<file path="src/rtl/div_round_stage.sv">
// Divider post-stage: round quotient mantissa and saturate exponent (rounding mode: DIV_ROUND_RNE_EN = RNE, else truncate).
// Latency 2 cycles; two-stage valid/ready pipe, full throughput, outputs hold while out_ready is low.
module div_round_stage #(
  parameter int MANT_SIZE = 14,
  parameter int TE_SIZE   = 7
) (
  input  logic                     clk,
  input  logic                     rst,
  input  logic                     in_valid,
  output logic                     in_ready,
  input  logic [3*MANT_SIZE-1:0]   mant_in,
  input  logic [TE_SIZE-1:0]       te_in,
  input  logic                     sign_in,
  input  logic [1:0]               special_in,
  output logic                     out_valid,
  input  logic                     out_ready,
  output logic [MANT_SIZE-1:0]     mant_out,
  output logic [TE_SIZE-1:0]       te_out,
  output logic                     sign_out,
  output logic [1:0]               special_out,
  output logic                     ovf
);

  localparam int M = MANT_SIZE;
  localparam logic [TE_SIZE:0] TE_MAX = {2'b00, {(TE_SIZE-1){1'b1}}};

  typedef struct packed {
    logic [M-1:0]       keep;
    logic               guard;
    logic               sticky;
    logic [TE_SIZE-1:0] te;
    logic               sign;
    logic [1:0]         special;
  } s1_t;

  s1_t                s1_q;
  logic               s1_valid;
  logic               s2_valid;
  logic               s1_adv;
  logic               s2_adv;
  logic               round_up;
  logic [M:0]         sum;
  logic [TE_SIZE:0]   te_sum;
  logic [M-1:0]       mant_nx;
  logic [TE_SIZE-1:0] te_nx;
  logic               ovf_nx;

  assign s2_adv    = !s2_valid || out_ready;
  assign s1_adv    = s2_adv || !s1_valid;
  assign in_ready  = !s1_valid || !s2_valid || out_ready;
  assign out_valid = s2_valid;

`ifdef DIV_ROUND_RNE_EN
  assign round_up = s1_q.guard && (s1_q.sticky || s1_q.keep[0]);
`else
  // Truncation: guard/sticky are still captured so both builds share one S1 layout.
  logic unused_round_bits;
  assign unused_round_bits = s1_q.guard | s1_q.sticky;
  assign round_up = 1'b0;
`endif

  // Bit above the leading-one position is always zero from the divider.
  logic unused_mant_msb;
  assign unused_mant_msb = mant_in[3*M-1];

  always_comb begin
    sum     = {1'b0, s1_q.keep} + {{M{1'b0}}, round_up};
    te_sum  = {s1_q.te[TE_SIZE-1], s1_q.te} + {{TE_SIZE{1'b0}}, sum[M]};
    mant_nx = sum[M] ? {1'b1, {(M-1){1'b0}}} : sum[M-1:0];
    te_nx   = te_sum[TE_SIZE-1:0];
    ovf_nx  = 1'b0;
    if ($signed(te_sum) > $signed(TE_MAX)) begin
      mant_nx = '1;
      te_nx   = TE_MAX[TE_SIZE-1:0];
      ovf_nx  = 1'b1;
    end
    // Zero and NaR bypass rounding entirely.
    if (s1_q.special != 2'b00) begin
      mant_nx = '0;
      te_nx   = '0;
      ovf_nx  = 1'b0;
    end
  end

  always_ff @(posedge clk) begin
    if (rst) begin
      s1_valid    <= 1'b0;
      s2_valid    <= 1'b0;
      s1_q        <= '0;
      mant_out    <= '0;
      te_out      <= '0;
      sign_out    <= 1'b0;
      special_out <= 2'b00;
      ovf         <= 1'b0;
    end else begin
      if (s1_adv) begin
        s1_valid <= in_valid;
        if (in_valid) begin
          s1_q.keep    <= mant_in[3*M-2:2*M-1];
          s1_q.guard   <= mant_in[2*M-2];
          s1_q.sticky  <= |mant_in[2*M-3:0];
          s1_q.te      <= te_in;
          s1_q.sign    <= sign_in;
          s1_q.special <= special_in;
        end
      end
      // Payload only reloads with real data so idle outputs keep their last value.
      if (s2_adv) begin
        s2_valid <= s1_valid;
        if (s1_valid) begin
          mant_out    <= mant_nx;
          te_out      <= te_nx;
          sign_out    <= s1_q.sign;
          special_out <= s1_q.special;
          ovf         <= ovf_nx;
        end
      end
    end
  end

endmodule

</file>
<file path="config.mk">
export PLATFORM = sky130hd
export DESIGN_NAME = div_round_stage
export DESIGN_NICKNAME = d
export VERILOG_FILES = /design/src/rtl/div_round_stage.sv
export SDC_FILE = /design/constraint.sdc
export NUM_CORES = 1
export LEC_CHECK = 0
export CORE_MARGIN = 3
export CORE_UTILIZATION = 47
export DETAILED_ROUTE_END_ITERATION = 10
export PLACE_DENSITY = 0.85
export SYNTH_ARGS = -nofsm -noshare
export SYNTH_HDL_FRONTEND = slang
export SYNTH_SLANG_ARGS = --single-unit
export TNS_END_PERCENT = 5
</file>
<file path="constraint.sdc">
create_clock -name clk -period 2 [get_ports clk]
set_input_delay 0.4 -clock clk [delete_from_list [all_inputs] [get_ports clk]]
set_output_delay 0.4 -clock clk [all_outputs]
set_load 0.1 [all_outputs]
</file>
==> results of run 1 <==
## worst min-delay path, stage by stage (launching register included)
cell and delay [ps]:
dfxtp_1 330, nand2b_1 70, a21oi_1 40
## per-stage QoR
step / worst slack (ps) / util (%)
2_1_floorplan: 107 / -
3_3_place_gp: 159 / 60.3
3_5_place_dp: 162 / 60.3
4_1_cts: 152 / 63.0
5_1_grt: 110 / 63.0
6_report: 163 / 63.0
## cell families after synthesis
group | share of synthesized area [%]
muxes | 11.0
buffers and inverters | 7.59
DFF | 46.9
AOI/OAI and AO/OA | 12.2
and+or+nand+nor | 22.2
## how the worst min path moves through the flow
stage	start	endpoint	slack [ps]
2_1_floorplan	s1_q[13]	s1_q[13]	450
3_3_place_gp	ovf	ovf	440
3_5_place_dp	ovf	ovf	450
4_1_cts	ovf	ovf	460
5_1_grt	ovf	ovf	470
6_report	ovf	ovf	470
## final cells by class
| type | count | area share, % |
|---|---|---|
| timing repair buffer | 61 | 20.5 |
| clock inverter | 2 | 1.26 |
| sequential | 51 | 36.8 |
| inverter | 1 | 0.135 |
| tap | 52 | 2.34 |
| clock buffer | 6 | 2.97 |
| multi-input combinational | 154 | 36.0 |
## metal layers
metal | share of wire (%) | vias to the layer above | global-route usage, %
li1 | - | 879 | -
met1 | 46 | 809 | 23.8
met2 | 46 | 57 | 27.1
met3 | 6.2 | 5 | 3.92
met4 | 1.4 | 0 | 6.04
met5 | 0 | - | 0
## state kept, by name (all words and copies together), names as in the netlist
register	count
mant_out	14
out_valid	1
ovf	1
te_out	7
s1_valid	1
s1_q	24
special_out	2
sign_out	1
## cell usage in the layout (no fill, tap or decap), types with 2 or more instances in the layout
cell              n
nor2_1            2
nand2b_1         50
buf_4            30
clkbuf_8          6
dfxtp_1          50
nand4_1          21
a21oi_1          27
mux2i_1          24
o21ai_0          24
buf_12            4
nand3_1           3
clkdlybuf4s50_1  26
## power groups by stage
stage | clock, mW | combinational (mW) | sequential (mW)
finish | 0.739 | 0.332 | 1.09
global placement | 0 | 0.329 | 1.11
global route | 0.783 | 0.354 | 1.09
detailed placement | 0 | 0.333 | 1.11
floorplan | 0 | 0.154 | 1.19
CTS | 0.748 | 0.334 | 1.09
==> flow_metrics.py, run 1 <==
metrics = {
    "timing": {
        "tightest_slew_ps": 621,
        "finalHoldViolCount": 0,
        "fin_tns_setup_ps": 0,
        "clock_skew_ps": 10.7,
        "setup_viol": 0,
        "fin_crit_sh_pct": 91.9,
        "rsz0062_at_grt": "no",
        "relSlewSlack_pct": 58.5,
        "drv_slew": 0,
        "holdWs_ps": 466,
        "fin_crit_ps": 1840,
        "fmax_mhz": 544,
    },
    "logic_synthesis": {
        "avgSynthCellArea_um2": 9.47,
        "ys_ff_latch": 51,
        "synth-edff-count": 0,
        "yosys_most_used_dff": "dfxtp_1",
        "synth_top_area_share_pct": 46.9,
        "synth_async_sr_flop_share_pct": 0,
        "yosys-top-cells-area": "dfxtp_1, nand2b_1, mux2i_1",
        "synth_common_cells": "dfxtp_1, nand2b_1, a21oi_1",
        "yosysMostFrequentCell": "dfxtp_1",
        "synth-seq-area-share_pct": 46.9,
        "ys_types": 18,
        "netlist.top_cell.by_area": "dfxtp_1",
        "synth_fp_nets": 286,
        "synthCells": 230,
        "yosysWarnings": 0,
        "synth_area_um2": 2180,
    },
    "pwr": {
        "switching_share_pct": 25.9,
        "leakage_nw": 1.09,
        "power.total_mw": 2.16,
        "pwr-share-comb_pct": 15.4,
        "seqPwrFrac_pct": 50.4,
        "irDropWorstVdd_uv": 423,
        "p_switching_mw": 0.560,
        "power_density_nw_per_um2": 777,
        "power.internal_mw": 1.60,
        "p_clk_share_pct": 34.2,
    },
    "worst_setup_path": {
        "cp_top_family": "buffers and inverters",
        "r2r_cells": 3,
        "max_stage_delay_ps": 450,
        "cp_num_cells": 4,
        "critPathSlowestCell": "clkdlybuf4s50_1",
        "crit_chain": "clkdlybuf4s50_1 > nor2b_4 > nand2_2 > buf_12",
        "criticalPathCategory": "primary input to output port",
        "crit_buf_inv": 2,
        "cp.arrival_ps": 1440,
        "reg2reg_from": "s1_valid",
        "path_max_fanout": 9,
        "end_kind": "output port",
        "startpoint_type": "primary input",
        "setup.worst_path.start": "out_ready",
        "cp.required_ps": 1600,
        "worstReg2RegEnd": "mant_out[0]",
        "r2r_slack_ps": 400,
        "endpoint": "in_ready",
    },
    "flow_run": {
        "drv_cap": 0,
    },
    "worst_hold_path": {
        "hold-path-cell-count": 2,
        "hp-class": "flop to flop",
    },
    "global_routing": {
        "grt_max_degree": 76,
        "antenna_found_initial": 0,
        "track_usage_pct": 17.4,
        "first_global_vias": 1596,
        "grt_pass1_wl_um": 7520,
        "grt_overflow": 0,
    },
    "drt": {
        "ant_nets": 0,
        "drt_first_pass_iters": 4,
        "drc": 0,
        "routed_wl_um": 4680,
        "viasPerCell": 5.35,
        "drt_iter0_drc": 175,
        "vias": 1750,
        "detail_route.wl_per_cell_um": 14.3,
    },
    "finish": {
        "regArea_um2": 1020,
        "diodes": 0,
        "fin_nets": 330,
        "area_growth_pct": 27.7,
        "final_cell_count_no_fill": 327,
        "fillers": 377,
        "multi_input_area_um2": 1000,
        "drive_gt1_share_pct": 17.1,
        "design_area_um2": 2780,
    },
    "clocking": {
        "cts_buffers": 5,
        "cts_root_buffer": "clkbuf_8",
        "clk_latency_ps": 310,
        "hold_buffers": 0,
        "ctsResizeCount": 0,
        "cts.sink_count": 51,
        "path_clk_slew_ps": 90,
        "cts_tree": "yes",
        "post_cts_buffers": 0,
        "htreeDepth": 2,
        "cts_buffer_depth": 2,
    },
    "placement": {
        "place_congestion": 0.760,
        "dp.cells": 319,
        "port_buffers": 54,
        "dpl.hpwl_um": 3120,
        "dpl_cell_area_um2": 2660,
    },
    "floorplan": {
        "die_w_um": 74.1,
        "die_h_um": 74.1,
        "fp.coreArea_um2": 4410,
        "start_util_pct": 49.3,
        "num_rows": 24,
        "dieArea_um2": 5480,
        "ios": 83,
    },
    "run_status": {
        "status": "finished clean",
    },
}
(Power assumes the default switching activity.)
==> inputs of run 2 (changes only) <==
--- a/config.mk
+++ b/config.mk
@@ -7,8 +7,11 @@
 export LEC_CHECK = 0
 export CORE_MARGIN = 3
 export CORE_UTILIZATION = 47
+export CTS_CLUSTER_SIZE = 14
 export DETAILED_ROUTE_END_ITERATION = 10
 export PLACE_DENSITY = 0.85
+export RECOVER_POWER = 100
+export SETUP_SLACK_MARGIN = 0.2
 export SYNTH_ARGS = -nofsm -noshare
 export SYNTH_HDL_FRONTEND = slang
 export SYNTH_SLANG_ARGS = --single-unit
==> flow_metrics.py, run 2 (synthesis gave the netlist of run 1 again) <==
metrics = {
    "placement": {
        "place_congestion": 0.718,
        "port_buffers": 54,
        "dpl.hpwl_um": 3080,
        "dpl_cell_area_um2": 2650,
    },
    "clocking": {
        "path_clk_slew_ps": 90,
        "cts_tree": "yes",
        "cts.sink_count": 51,
        "cts_buffer_depth": 2,
        "post_cts_buffers": 0,
        "cts_root_buffer": "clkbuf_8",
        "hold_buffers": 0,
        "cts_buffers": 5,
        "clk_latency_ps": 290,
        "ctsResizeCount": 1,
        "htreeDepth": 2,
    },
    "global_routing": {
        "first_global_vias": 1584,
        "grt_pass1_wl_um": 7360,
        "grt_overflow": 0,
        "grt_max_degree": 76,
        "antenna_found_initial": 0,
        "track_usage_pct": 17.1,
    },
    "pwr": {
        "irDropWorstVdd_uv": 477,
        "switching_share_pct": 25.4,
        "seqPwrFrac_pct": 51.0,
        "power.total_mw": 2.13,
        "p_switching_mw": 0.541,
        "pwr-share-comb_pct": 15.0,
        "p_clk_share_pct": 34.0,
        "power.internal_mw": 1.59,
        "power_density_nw_per_um2": 793,
        "leakage_nw": 1.06,
    },
    "worst_setup_path": {
        "criticalPathCategory": "primary input to output port",
        "end_kind": "output port",
        "cp.arrival_ps": 1490,
        "path_max_fanout": 10,
        "cp.required_ps": 1600,
        "startpoint_type": "primary input",
        "setup.worst_path.start": "out_ready",
        "reg2reg_from": "out_valid",
    },
    "timing": {
        "setup_viol": 0,
        "finalHoldViolCount": 0,
        "holdWs_ps": 457,
        "clock_skew_ps": 5.65,
        "drv_slew": 0,
        "fin_crit_sh_pct": 94.7,
        "tightest_slew_ps": 1040,
        "relSlewSlack_pct": 30.5,
        "fin_crit_ps": 1890,
        "fmax_mhz": 528,
        "rsz0062_at_grt": "yes",
    },
    "finish": {
        "drive_gt1_share_pct": 16.8,
        "area_growth_pct": 23.2,
        "final_util_pct": 60.7,
        "top_register": "s1_q",
        "fin_nets": 329,
        "reg_top3": "s1_q (24), mant_out (14), te_out (7)",
        "diodes": 0,
        "final_cell_mix": "nand2b_1, dfxtp_1, a21oi_1, clkbuf_2, clkdlybuf4s50_1",
        "design_area_um2": 2680,
        "largest_reg_flops": 24,
    },
    "run_status": {
        "status": "finished clean",
    },
    "drt": {
        "detail_route.wl_per_cell_um": 14.1,
        "drt_iter0_drc": 152,
        "drt_first_pass_iters": 4,
        "routed_wl_um": 4580,
        "ant_nets": 0,
        "drc": 0,
        "vias": 1739,
        "viasPerCell": 5.33,
    },
    "floorplan": {
        "start_util_pct": 49.3,
        "ios": 83,
        "fp.coreArea_um2": 4410,
        "dieArea_um2": 5480,
        "die_h_um": 74.1,
        "num_rows": 24,
        "die_w_um": 74.1,
    },
    "worst_hold_path": {
        "hp-class": "flop to flop",
        "min_from": "ovf",
    },
    "flow_run": {
        "drv_cap": 0,
    },
}
[run 2: cell count changes in the layout (fill, tap and decap cells not counted), sizes merged]
| cell | previous run | this run |
|---|---|---|
| buf | 35 | 7 |
| clkbuf | 6 | 33 |
[run 2: final timing paths]
check,to,slack (ps),depth (start not counted)
setup reg to reg,s1_q[4],300,3
setup / recovery,in_ready,110,5
hold / removal,ovf,460,2
hold reg to reg,ovf,460,2
[run 2: stage by stage]
step / cells / setup WS [ps] / setup TNS, ps
after floorplan: 230 / 277 / 0
after global placement: 318 / -144 / -3340
after detailed placement: 318 / -159 / -3370
after CTS: 326 / 140 / 0
after global routing: 326 / 68.4 / 0
final: 326 / 106 / 0
[run 2: routing by layer]
layer	GRT usage (%)	part of all wire, %	up-vias
met3	3.11	6.5	5
met5	0	0	-
met4	6.04	1.2	0
li1	-	-	883
met2	26.2	45	54
met1	24.2	48	797
[run 2: critical path, cell delays in order]
cell,delay [ps]
clkdlybuf4s50_1,430
nor2b_2,240
buf_6,170
nand2_2,70
buf_12,180
[run 2: cell type report]
class / count / area (um2)
Clock buffer: 6 / 82.6
Clock inverter: 2 / 35.0
Fill cell: 390 / 1730
Inverter: 1 / 3.75
Multi-Input combinational cell: 154 / 996
Sequential cell: 51 / 1020
Tap cell: 52 / 65.1
Timing Repair Buffer: 60 / 474
[run 2: power groups by stage]
| stage | Clock, mW | Sequential [mW] | Combinational (mW) |
|---|---|---|---|
| finish | 0.722 | 1.08 | 0.320 |
| global route | 0.784 | 1.09 | 0.341 |
| CTS | 0.737 | 1.08 | 0.331 |
| detailed placement | 0 | 1.11 | 0.330 |
| global placement | 0 | 1.11 | 0.326 |
| floorplan | 0 | 1.18 | 0.154 |
==> inputs of run 3 (changes only) <==
--- a/config.mk
+++ b/config.mk
@@ -6,10 +6,10 @@
 export NUM_CORES = 1
 export LEC_CHECK = 0
 export CORE_MARGIN = 3
-export CORE_UTILIZATION = 47
+export CORE_UTILIZATION = 39
 export CTS_CLUSTER_SIZE = 14
 export DETAILED_ROUTE_END_ITERATION = 10
-export PLACE_DENSITY = 0.85
+export PLACE_DENSITY = 0.75
 export RECOVER_POWER = 100
 export SETUP_SLACK_MARGIN = 0.2
 export SYNTH_ARGS = -nofsm -noshare
==> constraint.sdc (replaced) <==
create_clock -name clk -period 1.5 [get_ports clk]
set_input_delay 0.3 -clock clk [delete_from_list [all_inputs] [get_ports clk]]
set_output_delay 0.3 -clock clk [all_outputs]
set_load 0.1 [all_outputs]
==> flow_metrics.py, run 3 (synthesis gave the netlist of run 1 again) <==
metrics = {
    "clocking": {
        "path_clk_slew_ps": 90,
        "cts_buffer_depth": 2,
        "cts.sink_count": 51,
        "cts_buffers": 5,
        "clk_latency_ps": 290,
        "htreeDepth": 2,
        "cts_root_buffer": "clkbuf_8",
        "hold_buffers": 0,
        "cts_tree": "yes",
    },
    "global_routing": {
        "grt_overflow": 0,
        "grt_pass1_wl_um": 7970,
        "antenna_found_initial": 0,
        "track_usage_pct": 15.6,
        "grt_max_degree": 76,
        "first_global_vias": 1670,
    },
    "drt": {
        "detail_route.wl_per_cell_um": 14.2,
        "drc": 0,
        "drt_first_pass_iters": 4,
        "vias": 1752,
        "drt_iter0_drc": 148,
        "viasPerCell": 5.02,
        "routed_wl_um": 4940,
        "ant_nets": 0,
    },
    "floorplan": {
        "dieArea_um2": 6510,
        "start_util_pct": 41.6,
        "fp.coreArea_um2": 5240,
        "ios": 83,
        "num_rows": 26,
        "die_w_um": 80.7,
        "die_h_um": 80.7,
    },
    "worst_setup_path": {
        "cp.arrival_ps": 1110,
        "end_kind": "output port",
        "crit_chain": "nor2b_4 > nand2_8 > buf_12",
        "crit_buf_inv": 1,
        "criticalPathCategory": "flop to output port",
        "r2r_cells": 5,
        "path_max_fanout": 3,
        "cp_top_family": "flip-flops",
        "cp.required_ps": 1200,
        "startpoint_type": "flop",
        "cp_num_cells": 3,
        "critPathSlowestCell": "dfxtp_1",
        "max_stage_delay_ps": 360,
    },
    "timing": {
        "finalHoldViolCount": 0,
        "fmax_mhz": 712,
        "fin_crit_ps": 1410,
        "drv_slew": 0,
        "rsz0062_at_grt": "yes",
        "clock_skew_ps": 2.35,
        "setup_viol": 0,
        "holdWs_ps": 454,
        "relSlewSlack_pct": 66.2,
        "tightest_slew_ps": 508,
        "fin_crit_sh_pct": 93.7,
    },
    "finish": {
        "drive_gt1_share_pct": 17.9,
        "fin_nets": 335,
        "largest_reg_flops": 24,
        "area_growth_pct": 28.1,
        "diodes": 0,
        "final_cell_mix": "nand2b_1, dfxtp_1, a21oi_1, clkdlybuf4s50_1",
        "reg_top3": "s1_q (24), mant_out (14), te_out (7)",
        "fillers": 477,
        "top_register": "s1_q",
    },
    "pwr": {
        "power.total_mw": 2.80,
        "power_density_nw_per_um2": 1000,
        "power.internal_mw": 2.08,
        "seqPwrFrac_pct": 51.7,
        "irDropWorstVdd_uv": 500,
        "p_clk_share_pct": 32.3,
        "switching_share_pct": 25.8,
        "pwr-share-comb_pct": 16.0,
        "p_switching_mw": 0.722,
        "leakage_nw": 1.10,
    },
    "placement": {
        "dpl.hpwl_um": 3370,
        "port_buffers": 54,
        "place_congestion": 0.782,
    },
    "worst_hold_path": {
        "hold-path-cell-count": 3,
        "hp-class": "primary input to flop",
    },
    "flow_run": {
        "drv_cap": 0,
    },
    "run_status": {
        "status": "finished clean",
    },
}
[run 3: cell types whose count changed in the layout (fill, tap and decap cells not counted), moves of 4 or more]
| cell | previous run | this run |
|---|---|---|
| buf_2 | 1 | 16 |
| clkbuf_4 | 0 | 11 |
| buf_4 | 3 | 7 |
| clkbuf_2 | 27 | 2 |
[run 3: timing repair]
item,CTS,global route
endpoints found under the setup margin,4,44
pin swaps,0,0
resized for setup,3,0
setup buffers,1,1
hold endpoints to repair,0,0
[run 3: final timing paths]
path / startpoint / to / slack [ps]
hold / removal: rst / te_out[5] / 450
setup reg to reg: out_valid / s1_q[18] / 130
setup / recovery: out_valid / in_ready / 90
hold reg to reg: ovf / ovf / 460
[run 3: layout make-up]
type	instances	area [um2]	area share, %
flip-flops and latches	51	1020	36.7
multi-input cells	154	1010	36.4
repair buffers	66	556	19.9
well taps	70	87.6	3.14
clock buffers	6	72.6	2.60
clock inverters	1	30.0	1.08
inverters	1	3.75	0.135
[run 3: per-layer routing]
metal	vias up	global-route usage, %	part of all wire, %
met5	-	0	0
met4	0	4.39	0.63
met3	2	3.59	3.0
met2	36	25.3	48
met1	821	20.8	49
li1	893	-	-
[run 3: through the flow]
stage | instances | setup TNS [ps] | utilization [%] | cell area (um2) | worst slack [ps]
2_1_floorplan | 230 | 0 | - | 2200 | 103
3_3_place_gp | 340 | -2220 | 58.5 | 3060 | -69.9
3_5_place_dp | 340 | -2960 | 58.5 | 3060 | -110
4_1_cts | 348 | 0 | 60.6 | 3170 | 81.0
5_1_grt | 349 | 0 | 53.2 | 2790 | 33.4
6_report | 349 | 0 | 53.2 | 2790 | 94.9
[run 3: power by group through the flow]
stage          logic (mW)  clock network [mW]  registers (mW)
6_report            0.448               0.905            1.45
5_1_grt             0.478               0.988            1.45
4_1_cts             0.500               0.920            1.46
3_5_place_dp        0.498                   0            1.49
3_3_place_gp        0.491                   0            1.49
2_1_floorplan       0.210                   0            1.58
[run 3: worst reg2reg max path, stage by stage (launching register included)]
cell,delay [ps]
dfxtp_1,330
nor2b_4,150
buf_4,150
a21boi_4,120
buf_6,290
mux2i_1,250
==> RTL edit 1, RTL diff (config.mk and constraints of run 2) <==
The parameter `MANT_SIZE` goes from 14 to 7.
--- a/src/rtl/div_round_stage.sv
+++ b/src/rtl/div_round_stage.sv
@@ -1,7 +1,7 @@
 // Divider post-stage: round quotient mantissa and saturate exponent (rounding mode: DIV_ROUND_RNE_EN = RNE, else truncate).
 // Latency 2 cycles; two-stage valid/ready pipe, full throughput, outputs hold while out_ready is low.
 module div_round_stage #(
-  parameter int MANT_SIZE = 14,
+  parameter int MANT_SIZE = 7,
   parameter int TE_SIZE   = 7
 ) (
   input  logic                     clk,
Ports: changed (resized mant_in and mant_out); port bits go from 83 to 55. No check against the original RTL was run, so the function may have changed too.
==> RTL edit 1 against run 2 <==
Cell area fell by 27%. Register-to-register slack better by 0.21 ns. Sequential power is 27% lower. Sequential cell count is 14 lower. Routed wire length is 29% lower. Area after synthesis is 27% lower. Total power fell by 33%. Worst setup slack improved by 0.076 ns. Critical path type unchanged. Largest cell class unchanged. Highest routed layer unchanged.
==> RTL edit 1: results (changes against run 2) <==
\begin{tabular}{lr}
\hline
Metric & Value \\
\hline
\multicolumn{2}{l}{\textbf{Drt}} \\
DRC marker count from the first detailed-route iteration & 78 (-49\%) \\
Total Routed Length & 3235 µm (-29\%) \\
Via count of the routed design & 1297 (-25\%) \\
\multicolumn{2}{l}{\textbf{Logic synthesis}} \\
Sequential fraction of the synthesis area & 46.87\% (about the same) \\
Top post-synthesis cells by count & dfxtp\_1, nand2b\_1, a21oi\_1, mux2i\_1, nand4\_1 \\
Syn\_nets & 201 (-30\%) \\
Compound-Gate Fraction of Synth Area & 12.43\% (+0.19 points) \\
Mux share of post-synthesis cell area & 10.77\% (-0.27 points) \\
Number of distinct library cells after synthesis & 19 (+1) \\
Dominant cells by area after synthesis & dfxtp\_1, nand2b\_1, mux2i\_1 \\
\multicolumn{2}{l}{\textbf{Setup path}} \\
Worst reg-to-reg setup slack & 0.51 ns (+0.21 ns) \\
Launch point of the worst reg-to-reg path & out\_valid \\
Data arrival at the endpoint of the critical path & 1.42 ns (-0.07 ns) \\
Max FO, Critical Path & 2 (-8) \\
Slowest stage delay, CP & 0.58 ns (+0.15 ns) \\
Critical-path cell with the highest stage delay & dlygate4sd3\_1 \\
Destination of the worst register-to-register timing path & s1\_q[18] \\
Worst-case reg-to-reg path depth & 5 (+2) \\
\multicolumn{2}{l}{\textbf{Cells and area}} \\
Share of final-layout standard cells stronger than drive strength 1 & 17.16\% (+0.37 points) \\
Post-layout nets & 238 (-28\%) \\
Largest registers ranked by flip-flop count & s1\_q: 17 flops, mant\_out: 7 flops, te\_out: 7 flops \\
Filler instances & 298 (-24\%) \\
\multicolumn{2}{l}{\textbf{Power and ir drop}} \\
Max rail drop VDD & 455.8 µV (-4.4\%) \\
Net switching power & 0.3856 mW (-29\%) \\
Leakage dissipation & 0.7629 nW (-28\%) \\
\multicolumn{2}{l}{\textbf{GRT}} \\
GRT Total Usage & 16.56\% (-0.56 points) \\
Wire length of the first global-routing pass & 5375 µm (-27\%) \\
Via count of the first global-routing pass & 1228 (-22\%) \\
Largest net degree at the start of global routing & 55 (-28\%) \\
\multicolumn{2}{l}{\textbf{CTS}} \\
Worst-skew pair later-pin latency & 0.32 ns (+0.03 ns) \\
Master cell of the clock root buffer & clkbuf\_4 \\
\multicolumn{2}{l}{\textbf{Placed design}} \\
Post-detail-place hpwl & 2367 µm (-23\%) \\
Total of buffers placed on input and output ports & 40 (-26\%) \\
Final RePlAce weighted congestion & 0.7760 (+8.1\%) \\
\multicolumn{2}{l}{\textbf{Timing}} \\
Max transition margin & 63.76\% (+33 points) \\
Setup clock skew after layout & 0.005415 ns (-0.0002363 ns) \\
\multicolumn{2}{l}{\textbf{Outcome}} \\
Status & complete, no violations \\
\hline
\end{tabular}
==> RTL edit 1: layout make-up <==
type	count	area, µm²	area share (%)
inverters	1	3.754	0.1923
flip-flops and latches	37	744.5	38.14
well taps	44	55.05	2.821
clock buffers	8	58.81	3.013
multi-input cells	112	720.7	36.92
repair buffers	46	369.1	18.91
==> RTL edit 1: worst max-delay path by stage <==
| stage | startpoint | to | slack [ns] | cells past startpoint |
|---|---|---|---|---|
| after floorplan | out_valid | in_ready | 0.25 | 4 |
| final | out_ready | in_ready | 0.18 | 4 |
| after global placement | out_ready | in_ready | 0.20 | 4 |
| after CTS | out_ready | in_ready | 0.32 | 4 |
| after detailed placement | out_ready | in_ready | 0.18 | 4 |
| after global routing | out_ready | in_ready | 0.15 | 4 |
==> RTL edit 1: what timing repair did <==
action | 4_1_cts | 5_1_grt
endpoints found under the hold margin | 0 | 0
hold buffers | 0 | 0
endpoints found under the setup margin | 1 | 0
buffers inserted | 1 | 0
==> RTL edit 1: critical path, delay by kind of cell <==
family                 cells  cell delay (ns)
buffers and inverters      2             0.82
and+or+nand+nor            2             0.19
==> RTL edit 1: kinds of logic after synthesis <==
| logic type | count (synthesis) |
|---|---|
| buffers and inverters | 17 |
| AOI/OAI and AO/OA | 38 |
| DFF | 37 |
| and+or+nand+nor | 57 |
| muxes | 17 |
==> RTL edit 1: routing by layer <==
layer  part of all wire, %  vias up  GRT usage [%]
met4                  0.99        0          4.043
met2                    52       48          28.13
li1                      -      644              -
met3                   6.6        5          5.975
met5                     0        -              0
met1                    40      600          19.74
==> RTL edit 1: metrics by stage <==
stage	hold slack [ns]	area [µm²]	worst slack, ns	utilization, %	instances
floorplan	0.4490	1587	0.2509	-	166
global placement	0.4358	1953	0.2037	62.44	239
detailed placement	0.4541	1953	0.1842	62.44	239
CTS	0.4697	2019	0.3194	64.56	248
global route	0.4823	1952	0.1498	62.40	248
finish	0.4653	1952	0.1823	62.40	248
==> RTL edit 1: power groups by stage <==
stage	logic (mW)	clock network, mW	registers, mW
global placement	0.236	0	0.806
CTS	0.243	0.397	0.790
global route	0.251	0.431	0.793
finish	0.233	0.396	0.790
detailed placement	0.241	0	0.808
floorplan	0.112	0	0.863
==> RTL edit 2, RTL diff (flow settings as in run 2) <==
Made on the original files. Put one more register stage on the output `ovf`, without a reset. The value now appears one clock later. The other outputs are not delayed to match.
--- a/src/rtl/div_round_stage.sv
+++ b/src/rtl/div_round_stage.sv
@@ -32,6 +32,8 @@
     logic               sign;
     logic [1:0]         special;
   } s1_t;
+
+  logic ovf_s0;
 
   s1_t                s1_q;
   logic               s1_valid;
@@ -91,7 +93,7 @@
       te_out      <= '0;
       sign_out    <= 1'b0;
       special_out <= 2'b00;
-      ovf         <= 1'b0;
+      ovf_s0      <= 1'b0;
     end else begin
       if (s1_adv) begin
         s1_valid <= in_valid;
@@ -112,11 +114,15 @@
           te_out      <= te_nx;
           sign_out    <= s1_q.sign;
           special_out <= s1_q.special;
-          ovf         <= ovf_nx;
+          ovf_s0      <= ovf_nx;
         end
       end
     end
   end
 
+  always_ff @(posedge clk) begin
+    ovf <= ovf_s0;
+  end
+
 endmodule
 
Formal check against the unedited RTL: same outputs for any inputs over 10 cycles, from zero or initial values and one cycle with rst high; that may be too few to reach the edited logic, so the function may still have changed.
==> RTL edit 2 against run 2 <==
Largest power group unchanged. Critical endpoint unchanged. Worst setup slack better by 0.075 ns. Area after synthesis rose by 0.92%. Count of clock-buffer cells in the layout grew 2. Sequential cell count up 1. Routed wire length grew 2.7%. Largest cell class unchanged. Maximum frequency rose by 4.1%. Cell area shrank 0.37%. Critical path depth decreased by 1. Total power decreased by 4.8%. Critical path type unchanged. Highest routed layer unchanged. Sequential share of layout area grew 0.89 points. Core utilization is 0.64 points lower.
==> RTL edit 2: results (changes against run 2) <==
\begin{tabular}{lr}
\hline
Metric & Value \\
\hline
\multicolumn{2}{l}{\textbf{Setup path}} \\
Worst-case reg-to-reg path depth & 5 (+2) \\
Destination of the worst register-to-register timing path & s1\_q[22] \\
Worst reg-to-reg setup slack & 0.50 ns (+0.20 ns) \\
Max FO, Critical Path & 2 (-8) \\
\multicolumn{2}{l}{\textbf{Drt}} \\
Mean number of vias per cell & 5.436 (+1.9\%) \\
DRC marker count from the first detailed-route iteration & 251 (+65\%) \\
Total Routed Length & 4705 µm (+2.7\%) \\
\multicolumn{2}{l}{\textbf{Power and ir drop}} \\
Leakage dissipation & 1.048 nW (-0.95\%) \\
Max rail drop VDD & 348.0 µV (-27\%) \\
\multicolumn{2}{l}{\textbf{GRT}} \\
Via count of the first global-routing pass & 1667 (+5.2\%) \\
GRT Total Usage & 18.09\% (+0.97 points) \\
Wire length of the first global-routing pass & 7762 µm (+5.4\%) \\
\multicolumn{2}{l}{\textbf{Logic synthesis}} \\
Dominant cells by area after synthesis & dfxtp\_1, nand2b\_1, mux2i\_1 \\
Proportion of netlist area held by the largest area contributor & 47.38\% (+0.48 points) \\
Average cell area after synthesis & 9.511 µm² (+0.48\%) \\
Sequential fraction of the synthesis area & 47.38\% (+0.48 points) \\
Syn\_nets & 287 (+0.35\%) \\
Top post-synthesis cells by count & dfxtp\_1, nand2b\_1, a21oi\_1, mux2i\_1, o21ai\_0 \\
\multicolumn{2}{l}{\textbf{Placed design}} \\
Post-detail-place hpwl & 3082 µm (+0.22\%) \\
Final RePlAce weighted congestion & 0.7468 (+4.1\%) \\
Pre-CTS setup slack & 0.1784 ns (+0.3371 ns) \\
Total placed cells including tap cells & 319 (+0.31\%) \\
Dpl cell area & 2678 µm² (+1.2\%) \\
\multicolumn{2}{l}{\textbf{Timing}} \\
Setup clock skew after layout & 0.002647 ns (-0.003005 ns) \\
Max transition margin & 56.94\% (+26 points) \\
\multicolumn{2}{l}{\textbf{Cells and area}} \\
Post-layout nets & 331 (+0.61\%) \\
Filler instances & 409 (+4.9\%) \\
\multicolumn{2}{l}{\textbf{Hold path}} \\
Hold depth & 0 (-2) \\
Worst Hold Endpoint & ovf \\
\multicolumn{2}{l}{\textbf{Outcome}} \\
Status & complete, no violations \\
\multicolumn{2}{l}{\textbf{CTS}} \\
Number of instances resized during post-cts repair & 0 (-1) \\
\hline
\end{tabular}
## RTL edit 2: worst max-delay path by stage
stage	cells past startpoint	to	from	slack (ns)
floorplan	4	in_ready	out_valid	0.28
global placement	4	in_ready	out_ready	0.18
detailed placement	4	in_ready	out_ready	0.18
CTS	4	in_ready	out_ready	0.34
global route	4	in_ready	out_ready	0.16
finish	4	in_ready	out_ready	0.18
## RTL edit 2: worst max-delay path, cell delays in order
cell and delay, ns:
dlygate4sd3_1 0.58, nor2b_4 0.15, nand2_2 0.05, buf_4 0.23
## RTL edit 2: cells by family after synthesis
kind of cell / synth area share, %
AO/OA/AOI/OAI: 12.13
buffers and inverters: 7.517
multiplexers: 10.93
AND/OR/NAND/NOR: 22.04
flip-flops: 47.38
## RTL edit 2: report_power, final
group / internal [mW] / switching (mW)
Combinational: 0.123 / 0.199
Sequential: 1.08 / 0.0261
Clock: 0.283 / 0.316
## RTL edit 2: area by class of cell
cell class,instances,share of cell area (%)
multi-input cells,154,37.05
clock buffers,8,3.372
inverters,1,0.1405
repair buffers,61,17.89
well taps,52,2.436
flip-flops and latches,52,39.11
## RTL edit 2: metal layers
layer / global-route usage (%) / wire [µm] / vias up
li1: - / - / 886
met1: 24.64 / 2181 / 830
met2: 27.02 / 2180 / 56
met3: 4.865 / 238 / 11
met4: 7.708 / 104 / 0
met5: 0 / 0 / -
